$ cat src/rtl/interrupt_sequencer_pkg.sv
// Shared types and constants for the interrupt entry sequencer.
// Latency: n/a (package only).
// Backpressure: n/a (package only).
package interrupt_sequencer_pkg;

  // One state per bus cycle of the interrupt entry sequence.
  typedef enum logic [2:0] {
    ST_IDLE     = 3'd0,
    ST_PUSH_PCH = 3'd1,
    ST_PUSH_PCL = 3'd2,
    ST_PUSH_P   = 3'd3,
    ST_VEC_LO   = 3'd4,
    ST_VEC_HI   = 3'd5,
    ST_LOAD     = 3'd6
  } state_e;

  // Source of the accepted sequence; selects the vector and the pushed B bit.
  typedef enum logic [1:0] {
    KIND_IRQ = 2'd0,
    KIND_BRK = 2'd1,
    KIND_NMI = 2'd2
  } kind_e;

  localparam logic [15:0] VEC_NMI     = 16'hFFFA;
  localparam logic [15:0] VEC_IRQ_BRK = 16'hFFFE;
  localparam logic [7:0]  STACK_PAGE  = 8'h01;

  localparam int unsigned PSR_I = 2;
  localparam int unsigned PSR_B = 4;
  localparam int unsigned PSR_U = 5;

  function automatic logic [15:0] vector_of(input kind_e k);
    return (k == KIND_NMI) ? VEC_NMI : VEC_IRQ_BRK;
  endfunction

endpackage

$ cat src/rtl/interrupt_sequencer_nmi_edge_latch.sv
// NMI rising-edge detector with a pending latch held until the sequencer accepts it.
// Latency: edge seen in cycle k -> o_pend high from cycle k+1.
// Backpressure: none; the latch simply holds until i_accept.
// Ports: clk, rst (async, active-high), i_nmi (raw NMI level),
//        i_accept (NMI sequence accepted this cycle), o_pend (NMI pending).
module nmi_edge_latch (
  input  logic clk,
  input  logic rst,
  input  logic i_nmi,
  input  logic i_accept,
  output logic o_pend
);

  logic nmi_prev_q, nmi_prev_d;
  logic pend_q, pend_d;

  // A new edge wins over the accept clear, so an edge landing in the
  // acceptance cycle queues a second NMI sequence.
  always_comb begin
    nmi_prev_d = i_nmi;
    pend_d     = (i_nmi & ~nmi_prev_q) | (pend_q & ~i_accept);
  end

  always_ff @(posedge clk or posedge rst) begin
    if (rst) begin
      nmi_prev_q <= 1'b0;
      pend_q     <= 1'b0;
    end else begin
      nmi_prev_q <= nmi_prev_d;
      pend_q     <= pend_d;
    end
  end

  assign o_pend = pend_q;

endmodule

$ cat src/rtl/interrupt_sequencer.sv
// 6502-style interrupt entry sequencer: pushes PC and P, fetches the vector, loads PC.
// Latency: accepted in cycle N, o_pc_load pulses in cycle N+6.
// Backpressure: o_busy stalls the core; IRQ/BRK ignored while busy, NMI edges are latched.
// Ports: clk, rst (async, active-high); core side i_boundary, i_irq, i_nmi, i_brk,
//        i_psr, i_pc, i_sp; memory i_rdata, o_addr, o_wdata, o_we; status controls
//        o_sp_dec, o_set_i, o_i_intr, o_set_b, o_b_brk; PC load o_pc_load, o_pc; o_busy.
module interrupt_sequencer (
  input  logic        clk,
  input  logic        rst,
  input  logic        i_boundary,
  input  logic        i_irq,
  input  logic        i_nmi,
  input  logic        i_brk,
  input  logic [7:0]  i_psr,
  input  logic [15:0] i_pc,
  input  logic [7:0]  i_sp,
  input  logic [7:0]  i_rdata,
  output logic [15:0] o_addr,
  output logic [7:0]  o_wdata,
  output logic        o_we,
  output logic        o_sp_dec,
  output logic        o_set_i,
  output logic        o_i_intr,
  output logic        o_set_b,
  output logic        o_b_brk,
  output logic        o_pc_load,
  output logic [15:0] o_pc,
  output logic        o_busy
);
  import interrupt_sequencer_pkg::*;

  state_e      state_q, state_d;
  kind_e       kind_q, kind_d;
  logic [7:0]  vec_lo_q, vec_lo_d;
  logic        nmi_pend;
  logic        accept_nmi;
  logic [15:0] vec_base;
  logic [7:0]  p_push;

  nmi_edge_latch u_nmi (
    .clk      (clk),
    .rst      (rst),
    .i_nmi    (i_nmi),
    .i_accept (accept_nmi),
    .o_pend   (nmi_pend)
  );

  // Next-state: acceptance priority NMI > BRK > unmasked IRQ, only at a boundary.
  always_comb begin
    state_d    = state_q;
    kind_d     = kind_q;
    vec_lo_d   = vec_lo_q;
    accept_nmi = 1'b0;
    case (state_q)
      ST_IDLE: begin
        if (i_boundary) begin
          if (nmi_pend) begin
            kind_d     = KIND_NMI;
            accept_nmi = 1'b1;
            state_d    = ST_PUSH_PCH;
          end else if (i_brk) begin
            kind_d  = KIND_BRK;
            state_d = ST_PUSH_PCH;
          end else if (i_irq && !i_psr[PSR_I]) begin
            kind_d  = KIND_IRQ;
            state_d = ST_PUSH_PCH;
          end
        end
      end
      ST_PUSH_PCH: state_d = ST_PUSH_PCL;
      ST_PUSH_PCL: state_d = ST_PUSH_P;
      ST_PUSH_P:   state_d = ST_VEC_LO;
      ST_VEC_LO:   state_d = ST_VEC_HI;
      ST_VEC_HI: begin
        // Read data for the VEC_LO address arrives this cycle.
        vec_lo_d = i_rdata;
        state_d  = ST_LOAD;
      end
      ST_LOAD:     state_d = ST_IDLE;
      default:     state_d = ST_IDLE;
    endcase
  end

  always_ff @(posedge clk or posedge rst) begin
    if (rst) begin
      state_q  <= ST_IDLE;
      kind_q   <= KIND_IRQ;
      vec_lo_q <= 8'h00;
    end else begin
      state_q  <= state_d;
      kind_q   <= kind_d;
      vec_lo_q <= vec_lo_d;
    end
  end

  // Output decode from the registered state; data fields pass the core's
  // current values through so the push tracks the live stack pointer.
  always_comb begin
    o_addr    = 16'h0000;
    o_wdata   = 8'h00;
    o_we      = 1'b0;
    o_sp_dec  = 1'b0;
    o_set_i   = 1'b0;
    o_i_intr  = 1'b0;
    o_set_b   = 1'b0;
    o_b_brk   = 1'b0;
    o_pc_load = 1'b0;
    o_pc      = 16'h0000;
    o_busy    = 1'b0;
    vec_base  = vector_of(kind_q);
    p_push         = i_psr;
    p_push[PSR_U]  = 1'b1;
    p_push[PSR_B]  = (kind_q == KIND_BRK);
    case (state_q)
      ST_PUSH_PCH: begin
        o_busy   = 1'b1;
        o_addr   = {STACK_PAGE, i_sp};
        o_wdata  = i_pc[15:8];
        o_we     = 1'b1;
        o_sp_dec = 1'b1;
      end
      ST_PUSH_PCL: begin
        o_busy   = 1'b1;
        o_addr   = {STACK_PAGE, i_sp};
        o_wdata  = i_pc[7:0];
        o_we     = 1'b1;
        o_sp_dec = 1'b1;
      end
      ST_PUSH_P: begin
        o_busy   = 1'b1;
        o_addr   = {STACK_PAGE, i_sp};
        o_wdata  = p_push;
        o_we     = 1'b1;
        o_sp_dec = 1'b1;
        o_set_b  = 1'b1;
        o_b_brk  = (kind_q == KIND_BRK);
      end
      ST_VEC_LO: begin
        o_busy   = 1'b1;
        o_addr   = vec_base;
        o_set_i  = 1'b1;
        o_i_intr = 1'b1;
      end
      ST_VEC_HI: begin
        o_busy = 1'b1;
        o_addr = vec_base + 16'd1;
      end
      ST_LOAD: begin
        o_busy    = 1'b1;
        o_pc_load = 1'b1;
        o_pc      = {i_rdata, vec_lo_q};
      end
      default: ;
    endcase
  end

endmodule

$ cat config.mk
export PLATFORM = sky130hd
export DESIGN_NAME = interrupt_sequencer
export DESIGN_NICKNAME = d
export VERILOG_FILES = /design/src/rtl/interrupt_sequencer_pkg.sv /design/src/rtl/interrupt_sequencer_nmi_edge_latch.sv /design/src/rtl/interrupt_sequencer.sv
export SDC_FILE = /design/constraint.sdc
export NUM_CORES = 1
export LEC_CHECK = 0
export BUFFER_PORTS_ARGS = -buffer_cell sky130_fd_sc_hd__buf_4
export CORE_MARGIN = 4
export CORE_UTILIZATION = 39
export DETAILED_ROUTE_END_ITERATION = 6
export HOLD_SLACK_MARGIN = 0.06
export PLACE_DENSITY = 0.91
export SLEW_MARGIN = 20
export SYNTH_ARGS = -nofsm -noshare
export SYNTH_HDL_FRONTEND = slang
export SYNTH_SLANG_ARGS = --single-unit
$ cat constraint.sdc
create_clock -name clk -period 1.8 [get_ports clk]
set_input_delay 0.18 -clock clk [delete_from_list [all_inputs] [get_ports clk]]
set_output_delay 0.18 -clock clk [all_outputs]
set_load 0.02 [all_outputs]
Word level (Yosys, flattened, before mapping)
Index checks and enable logic that the tools add are counted.
- bits in registers: 15
- add/sub/neg operators: 1
- equal/unequal tests: 10
- multiplexer cells: 21
- bitwise logic cells: 5
- reduce and logical (&&, ||, !) cells: 8
- operators with widths (operator ; number):
    16-bit one-hot mux with 3 select lines ; 1
    8-bit one-hot mux with 3 select lines ; 1
    3-bit one-hot mux with 6 select lines ; 1
    16-bit 2-to-1 mux ; 1
    3-bit 2-to-1 mux ; 5
    3-bit == test, second input constant ; 3
    1-bit 2-to-1 mux ; 9
    3-bit by 2-bit == test with 1-bit output, second input constant ; 2
    2-bit 2-to-1 mux ; 3
    6-bit OR reduction ; 1
    4-bit by 2-bit adder with 5-bit output, second input constant ; 1
    4-bit by 3-bit != test with 1-bit output, second input constant ; 1
    3-bit by 1-bit == test with 1-bit output, second input constant ; 1
    3-bit zero test ; 1
    3-bit AND reduction ; 1
    3-bit nonzero test ; 1
    3-bit OR reduction ; 1
    1-bit AND ; 2
    2-bit by 1-bit == test with 1-bit output, second input constant ; 1
    2-bit == test, second input constant ; 1
    2-bit != test, second input constant ; 1
    1-bit inverter ; 2
    2-bit AND reduction ; 1
    1-bit logical AND ; 1
    other kinds (2) ; 2

Depth between registers and ports, before layout
Gate-level depths: netlist of the first run.
- depth in word-level cells: 7
- mapped depth: 6
- mapped depth without buffers: 3

Modules after synthesis
Synthesis of the first run repeated with hierarchy kept, for this count alone.
- cells, all modules: 133
- area, all modules: 1173.6 µm²
- modules (own cells, without submodules) (module ; times used ; cells each ; area each (µm²)):
    interrupt_sequencer ; 1 ; 127 ; 1099.8
    nmi_edge_latch ; 1 ; 6 ; 73.8

Worst setup path before layout of the first run
Ideal clock, no wire load.
- kind: flip-flop to output port
- start: register state_q[1]
- end: output o_wdata[4]
- arrival time: 1617 ps
- data required time: 1620 ps
- slack: 3 ps
- stages on the path, launching flop included: 6
- path through: dfrtp_1 -> buf_4 -> buf_4 -> nand3b_1 -> nor3b_1 -> o21bai_1
- word-level cells in the longest chain between the ends: 2
- elaborated cells between the ends (all ways): 4
- those cells by class: 3 x eq/ne; 1 x mux
- ends and longest elaborated chain (item ; line ; text):
    start, declared ; interrupt_sequencer.sv:32 ; state_e state_q, state_d;
    start signal, assigned ; interrupt_sequencer.sv:90 ; state_q <= state_d;
    3-bit by 2-bit == test with 1-bit output or 3-bit by 1-bit == test with 1-bit output (tied branches) ; interrupt_sequencer.sv:114 ; case (state_q)
    8-bit one-hot mux with 3 select lines * ; interrupt_sequencer.sv:114 ;
    end, declared ; interrupt_sequencer.sv:19 ; output logic [7:0] o_wdata,
Mark *: on every way between the ends. The rest lies on a longest branch, timed or not.

Worst setup path in the final report of the first run
- start: register state_q[1]
- end: output o_wdata[6]
Same word-level chain as after synthesis.

==> results.sh, run 1 <==
export IMPL_drive_gt1_frac=0.6091
export IMPL_clk_latency_ps=290
export IMPL_rrSetupSlack_ps=330
export IMPL_antenna_found_initial=0
export IMPL_worst_slew_pin_slew_ps=571.7
export IMPL_reg2reg_depth=4
export IMPL_hold_viol=0
export IMPL_fin_skew_ps=11.37
export IMPL_postSynthCellCount=128
export IMPL_die_area_mm2=0.003844
export IMPL_initial_core_util=0.4089
export IMPL_synth_ff_type="dfrtp_1"
export IMPL_gp_congestion=0.7411
export IMPL_drt_first_pass_iters=4
export IMPL_min_path_cells=2
export IMPL_clockRootBuffer="clkbuf_4"
export IMPL_synth_edf_count=0
export IMPL_outcome="complete, no violations"
export IMPL_post_route_period_util=0.9768
export IMPL_synthToLayoutAreaGrowth_pct=68.54
export IMPL_grt_pass1_wl_um=5064
export IMPL_crit_type="register to output port"
export IMPL_ioPinCount=94
export IMPL_synthesis_area_mm2=0.001137
export IMPL_yosysSeqAreaShare=0.3300
export IMPL_fmax_ghz=0.5687
export IMPL_power_leakage_nw=1.006
export IMPL_hold_start="i_rdata[7]"
export IMPL_hpwl_um=2729
export IMPL_setup_ws_ps=41.73
export IMPL_dp_slack_ps=191.4
export IMPL_die_w_um=62
export IMPL_drc=0
export IMPL_cts_sinks=15
export IMPL_final_cell_mix="buf_4, nor2_1, and2_1"
export IMPL_fin_nets=267
export IMPL_antenna_left=0
export IMPL_grt_start_max_net_pins=18
export IMPL_synthArstFlopShare=1.000
export IMPL_wl_um=3469
export IMPL_synth_cell_type_count=29
export IMPL_layout_min_cycle_time_ps=1758
export IMPL_htree_levels=1
export IMPL_critPathMaxFanout=10
export IMPL_utilization=0.6892
export IMPL_ir_drop_uv=1327
export IMPL_synth_fp_nets=174
export IMPL_core_mm2=0.002781
export IMPL_io_buffers=91
export IMPL_hp_class="primary input to register"
export IMPL_grt_usage=0.1775
export IMPL_rsz0062_at_grt="yes"
export IMPL_required_ps=1620
export IMPL_setup_viol=0
export IMPL_cts_tree="yes"
export IMPL_hold_end="vec_lo_q[7]"
export IMPL_vias=1219
export IMPL_critPathArrivalTime_ps=1580
export IMPL_total_power_mw=3.169
export IMPL_clock_path_buffers=2
export IMPL_ys_seq_elements=15
export IMPL_avgRoutedWirePerCell_um=13.82
export IMPL_yosys_warnings=0
export IMPL_core_rowCount=19
export IMPL_drt_iter0_drc=43
export IMPL_crit_path_end_kind="output port"
export IMPL_crit_path_start_kind="register"
export IMPL_r2r_start="state_q[2]"
export IMPL_drv_cap=0
export IMPL_diodes=0
export IMPL_clkTransAtPathRegs_ps=110
export IMPL_whs_ps=114.8
export IMPL_drv_slew=0
export IMPL_placed_cell_area_mm2=0.001790
export IMPL_slew_headroom=0.6184
export IMPL_fp_dieH_um=62
export IMPL_grt_pass1_vias=1153
export IMPL_overflow=0
export IMPL_final_common_cell="buf_4"
export IMPL_fin_area_mm2=0.001917
export IMPL_cts_made_buffers=3
export IMPL_viasPerCell=4.857
export IMPL_reg2reg_to="kind_q[0]"
export IMPL_synth_area_per_cell_um2=8.885
export IMPL_power_density_mw_per_mm2=1653
## sequential cells by signal, indices dropped and copies added, names as in the netlist
signal / cells
state_q: 3
u_nmi.o_pend: 1
vec_lo_q: 8
u_nmi.nmi_prev_q: 1
kind_q: 2
## stage by stage
| step | TNS, ps | cells |
|---|---|---|
| 6_report | 0 | 251 |
| 2_1_floorplan | 0 | 128 |
| 3_5_place_dp | 0 | 239 |
| 3_3_place_gp | 0 | 239 |
| 5_1_grt | -82.85 | 251 |
| 4_1_cts | 0 | 245 |
## worst max path at each step
stage | slack, ps | depth (start not counted) | to | startpoint
2_1_floorplan | 3 | 5 | o_wdata[4] | state_q[1]
3_3_place_gp | 230 | 4 | o_wdata[4] | state_q[0]
3_5_place_dp | 190 | 4 | o_wdata[7] | state_q[0]
4_1_cts | 3 | 4 | o_pc[7] | state_q[2]
5_1_grt | -50 | 5 | o_wdata[6] | state_q[1]
6_report | 40 | 5 | o_wdata[6] | state_q[1]
## worst max-delay path, cell delays in order (launching register included)
cell and delay (ps):
dfrtp_1 370, buf_4 180, mux2_2 340, a22oi_1 200, nor2_1 60, buf_4 160
## cell usage after synthesis (3+ instances only)
cell type   n  area, um2
buf_2       4      20.02
nor2b_1     3      18.77
mux2_2     14      157.7
nor2_1     16      60.06
buf_4      11      82.58
a21oi_1     8      40.04
a22oi_1     7      52.55
inv_1       5      18.77
nand2_1     5      18.77
dfrtp_1    15      375.4
and2_1     17      106.4
## logic make-up (layout without fill, tap and decap cells)
family,Yosys count,in the layout,synth area share
AOI/OAI and AO/OA,25,25,0.1474
buffers and inverters,23,113,0.1232
DFF,15,15,0.3300
muxes,14,14,0.1386
and+or+nand+nor,51,53,0.2607
## where the power goes
part	total (mW)	switching, mW	internal [mW]
clock	0.206	0.122	0.0845
combinational	2.33	1.23	1.11
sequential	0.630	0.134	0.496
## final cells by class
| class | instances | area [um2] |
|---|---|---|
| clock buffers | 3 | 22.52 |
| clock inverters | 1 | 7.507 |
| fillers | 221 | 864.6 |
| inverters | 5 | 18.77 |
| multi-input cells | 92 | 665.6 |
| flip-flops and latches | 15 | 377.9 |
| well taps | 31 | 38.79 |
| repair buffers | 104 | 785.8 |
## routing by layer
metal  track usage  part of all wire  vias to the layer above
met5             0                 0                        -
met4       0.07273             0.015                        0
met2        0.3254              0.57                       40
met1        0.1952              0.35                      565
li1              -                 -                      610
met3       0.03926             0.062                        4
## repair_timing
item | 4_1_cts | 5_1_grt
hold endpoints to repair | 16 | 0
resized for setup | 3 | 6
hold buffers | 2 | 0
endpoints found under the setup margin | 9 | 27
gates cloned | 0 | 2
buffers inserted | 0 | 4
No activity file was read; power rests on OpenSTA's default activity.
==> run 2: changes to the inputs <==
- ABC_AREA: not set -> 1
- CORE_UTILIZATION: 39 -> 38
- CTS_BUF_LIST: not set -> sky130_fd_sc_hd__clkbuf_4 sky130_fd_sc_hd__clkbuf_8 sky130_fd_sc_hd__clkbuf_16
- PLACE_DENSITY: 0.91 -> 0.9
==> results.sh, run 2 <==
export IMPL_outcome="complete, no violations"
export IMPL_antenna_found_initial=0
export IMPL_fin_skew_ps=4.648
export IMPL_crit_path_start_kind="register"
export IMPL_synthTopCellsByArea="dfrtp_1, nand2_1, inv_1"
export IMPL_hp_class="primary input to register"
export IMPL_initial_core_util=0.3952
export IMPL_rrSetupSlack_ps=600
export IMPL_clockRootBuffer="clkbuf_4"
export IMPL_overflow=0
export IMPL_synthToLayoutAreaGrowth_pct=67.62
export IMPL_rsz0062_at_grt="yes"
export IMPL_post_route_period_util=0.9589
export IMPL_drive_gt1_frac=0.4280
export IMPL_yosysTopAreaCellShare=0.3444
export IMPL_ir_drop_uv=1269
export IMPL_critPathArrivalTime_ps=1550
export IMPL_worst_slew_pin_slew_ps=558.0
export IMPL_gp_congestion=0.7412
export IMPL_postSynthCellCount=173
export IMPL_core_rowCount=19
export IMPL_die_w_um=61.55
export IMPL_setup_viol=0
export IMPL_cts_tree="yes"
export IMPL_hpwl_um=2544
export IMPL_synth_top_area_cell="dfrtp_1"
export IMPL_synth_area_per_cell_um2=6.299
export IMPL_critPathMaxFanout=7
export IMPL_fmax_ghz=0.5794
export IMPL_clock_path_buffers=2
export IMPL_io_buffers=91
export IMPL_clk_latency_ps=280
export IMPL_worstPathCellList="nor2_2, nand2_1, nand2_1, buf_4, buf_4"
export IMPL_whs_ps=136.4
export IMPL_synthesis_area_mm2=0.001090
export IMPL_utilization=0.6624
export IMPL_drt_iter0_drc=62
export IMPL_viasPerCell=4.519
export IMPL_fp_dieH_um=61.55
export IMPL_dpl_cell_count=287
export IMPL_grt_start_max_net_pins=19
export IMPL_slew_headroom=0.6276
export IMPL_synth_cell_type_count=16
export IMPL_yosys_warnings=0
export IMPL_synthArstFlopShare=1.000
export IMPL_power_density_mw_per_mm2=1688
export IMPL_yosysSeqAreaShare=0.3444
export IMPL_finalNonFillerCells=295
export IMPL_grt_pass1_wl_um=4457
export IMPL_crit_type="register to output port"
export IMPL_power_leakage_nw=1.131
export IMPL_crit_path_end_kind="output port"
export IMPL_hold_viol=0
export IMPL_drt_first_pass_iters=4
export IMPL_reg2reg_depth=4
export IMPL_final_common_cell="buf_4"
export IMPL_htree_levels=1
export IMPL_cts_sinks=15
export IMPL_synth_edf_count=0
export IMPL_fin_nets=311
export IMPL_final_cell_mix="buf_4, nand2_1, inv_1"
export IMPL_layout_min_cycle_time_ps=1726
export IMPL_diodes=0
export IMPL_fillers=268
export IMPL_grt_usage=0.1535
export IMPL_vias=1333
export IMPL_cp_slowest_stage_delay_ps=450
export IMPL_synth_fp_nets=219
export IMPL_required_ps=1620
export IMPL_total_power_mw=3.084
export IMPL_min_path_cells=3
export IMPL_slowest_stage="dfrtp_1"
export IMPL_synth_ff_type="dfrtp_1"
export IMPL_drv_cap=0
export IMPL_wl_um=3080
export IMPL_cts_made_buffers=3
export IMPL_die_area_mm2=0.003788
export IMPL_fin_setup_tns_ps=0
export IMPL_drv_slew=0
export IMPL_yosysMostFrequentCell="nand2_1"
export IMPL_drc=0
export IMPL_antenna_left=0
export IMPL_largestRegisters="vec_lo_q (8), state_q (3), kind_q (2)"
export IMPL_ioPinCount=94
export IMPL_avgRoutedWirePerCell_um=10.44
export IMPL_grt_pass1_vias=1109
export IMPL_top_register="vec_lo_q"
export IMPL_core_mm2=0.002758
export IMPL_largest_reg_flops=8
export IMPL_clkTransAtPathRegs_ps=90
export IMPL_ys_seq_elements=15
export IMPL_synth_commonest_cells="nand2_1, inv_1, nor2_1"
## run 2: cell types whose count changed after synthesis, sizes merged, moves of 7 or more
cell,change
nand2,+58
inv,+26
and2,-17
mux2,-14
nand3,+13
nor2,+9
o21ai,+9
a21oi,-7
a22oi,-7
## run 2: repair_timing
action,in CTS,in global routing
endpoints found under the setup margin,12,37
setup buffers,0,2
hold buffers,2,0
gates resized for setup,1,5
endpoints found under the hold margin,16,0
## run 2: area by class of cell
type                    count  area [um2]  area share
repair buffers             99       748.2      0.4096
multi-input cells         115       516.7      0.2829
flip-flops and latches     15       376.6      0.2062
inverters                  31       118.9     0.06507
well taps                  31       38.79     0.02123
clock buffers               3       22.52     0.01233
clock inverters             1       5.005    0.002740
## run 2: cell families after synthesis
| logic type | after synthesis | share of synthesized area |
|---|---|---|
| buf+inv | 43 | 0.1906 |
| simple gates | 103 | 0.4099 |
| compound gates | 12 | 0.05510 |
| flops | 15 | 0.3444 |
## run 2: routing by layer
| layer | track usage | vias to the layer above | routed length (um) |
|---|---|---|---|
| met3 | 0.03145 | 4 | 393 |
| met4 | 0.06667 | 0 | 26 |
| met1 | 0.1669 | 581 | 1078 |
| met5 | 0 | - | 0 |
| li1 | - | 687 | - |
| met2 | 0.2840 | 61 | 1581 |
## run 2: worst paths after layout
path | end | from
worst max-delay path | o_addr[13] | state_q[0]
min in group asynchronous | vec_lo_q[0] | rst
max in group asynchronous | state_q[2] | rst
worst min register to register | u_nmi.o_pend | u_nmi.nmi_prev_q
worst max register to register | u_nmi.o_pend | state_q[0]
worst min-delay path | kind_q[0] | i_brk
## run 2: critical path, delay by kind of cell, from the launching register on
family        cells  cell delay [ps]
simple gates      3              510
buf+inv           2              300
flops             1              450
## run 2: power breakdown
part | total (mW) | switching, mW | internal, mW
clock network | 0.189 | 0.106 | 0.0824
logic | 2.28 | 1.35 | 0.924
registers | 0.617 | 0.120 | 0.497
## run 2: through the flow
step                worst slack (ps)  instance area, um2
finish                         74.04                1827
global route                  -37.30                1827
CTS                            8.627                1800
detailed placement             124.1                1750
global placement               152.7                1750
floorplan                      288.7                1090
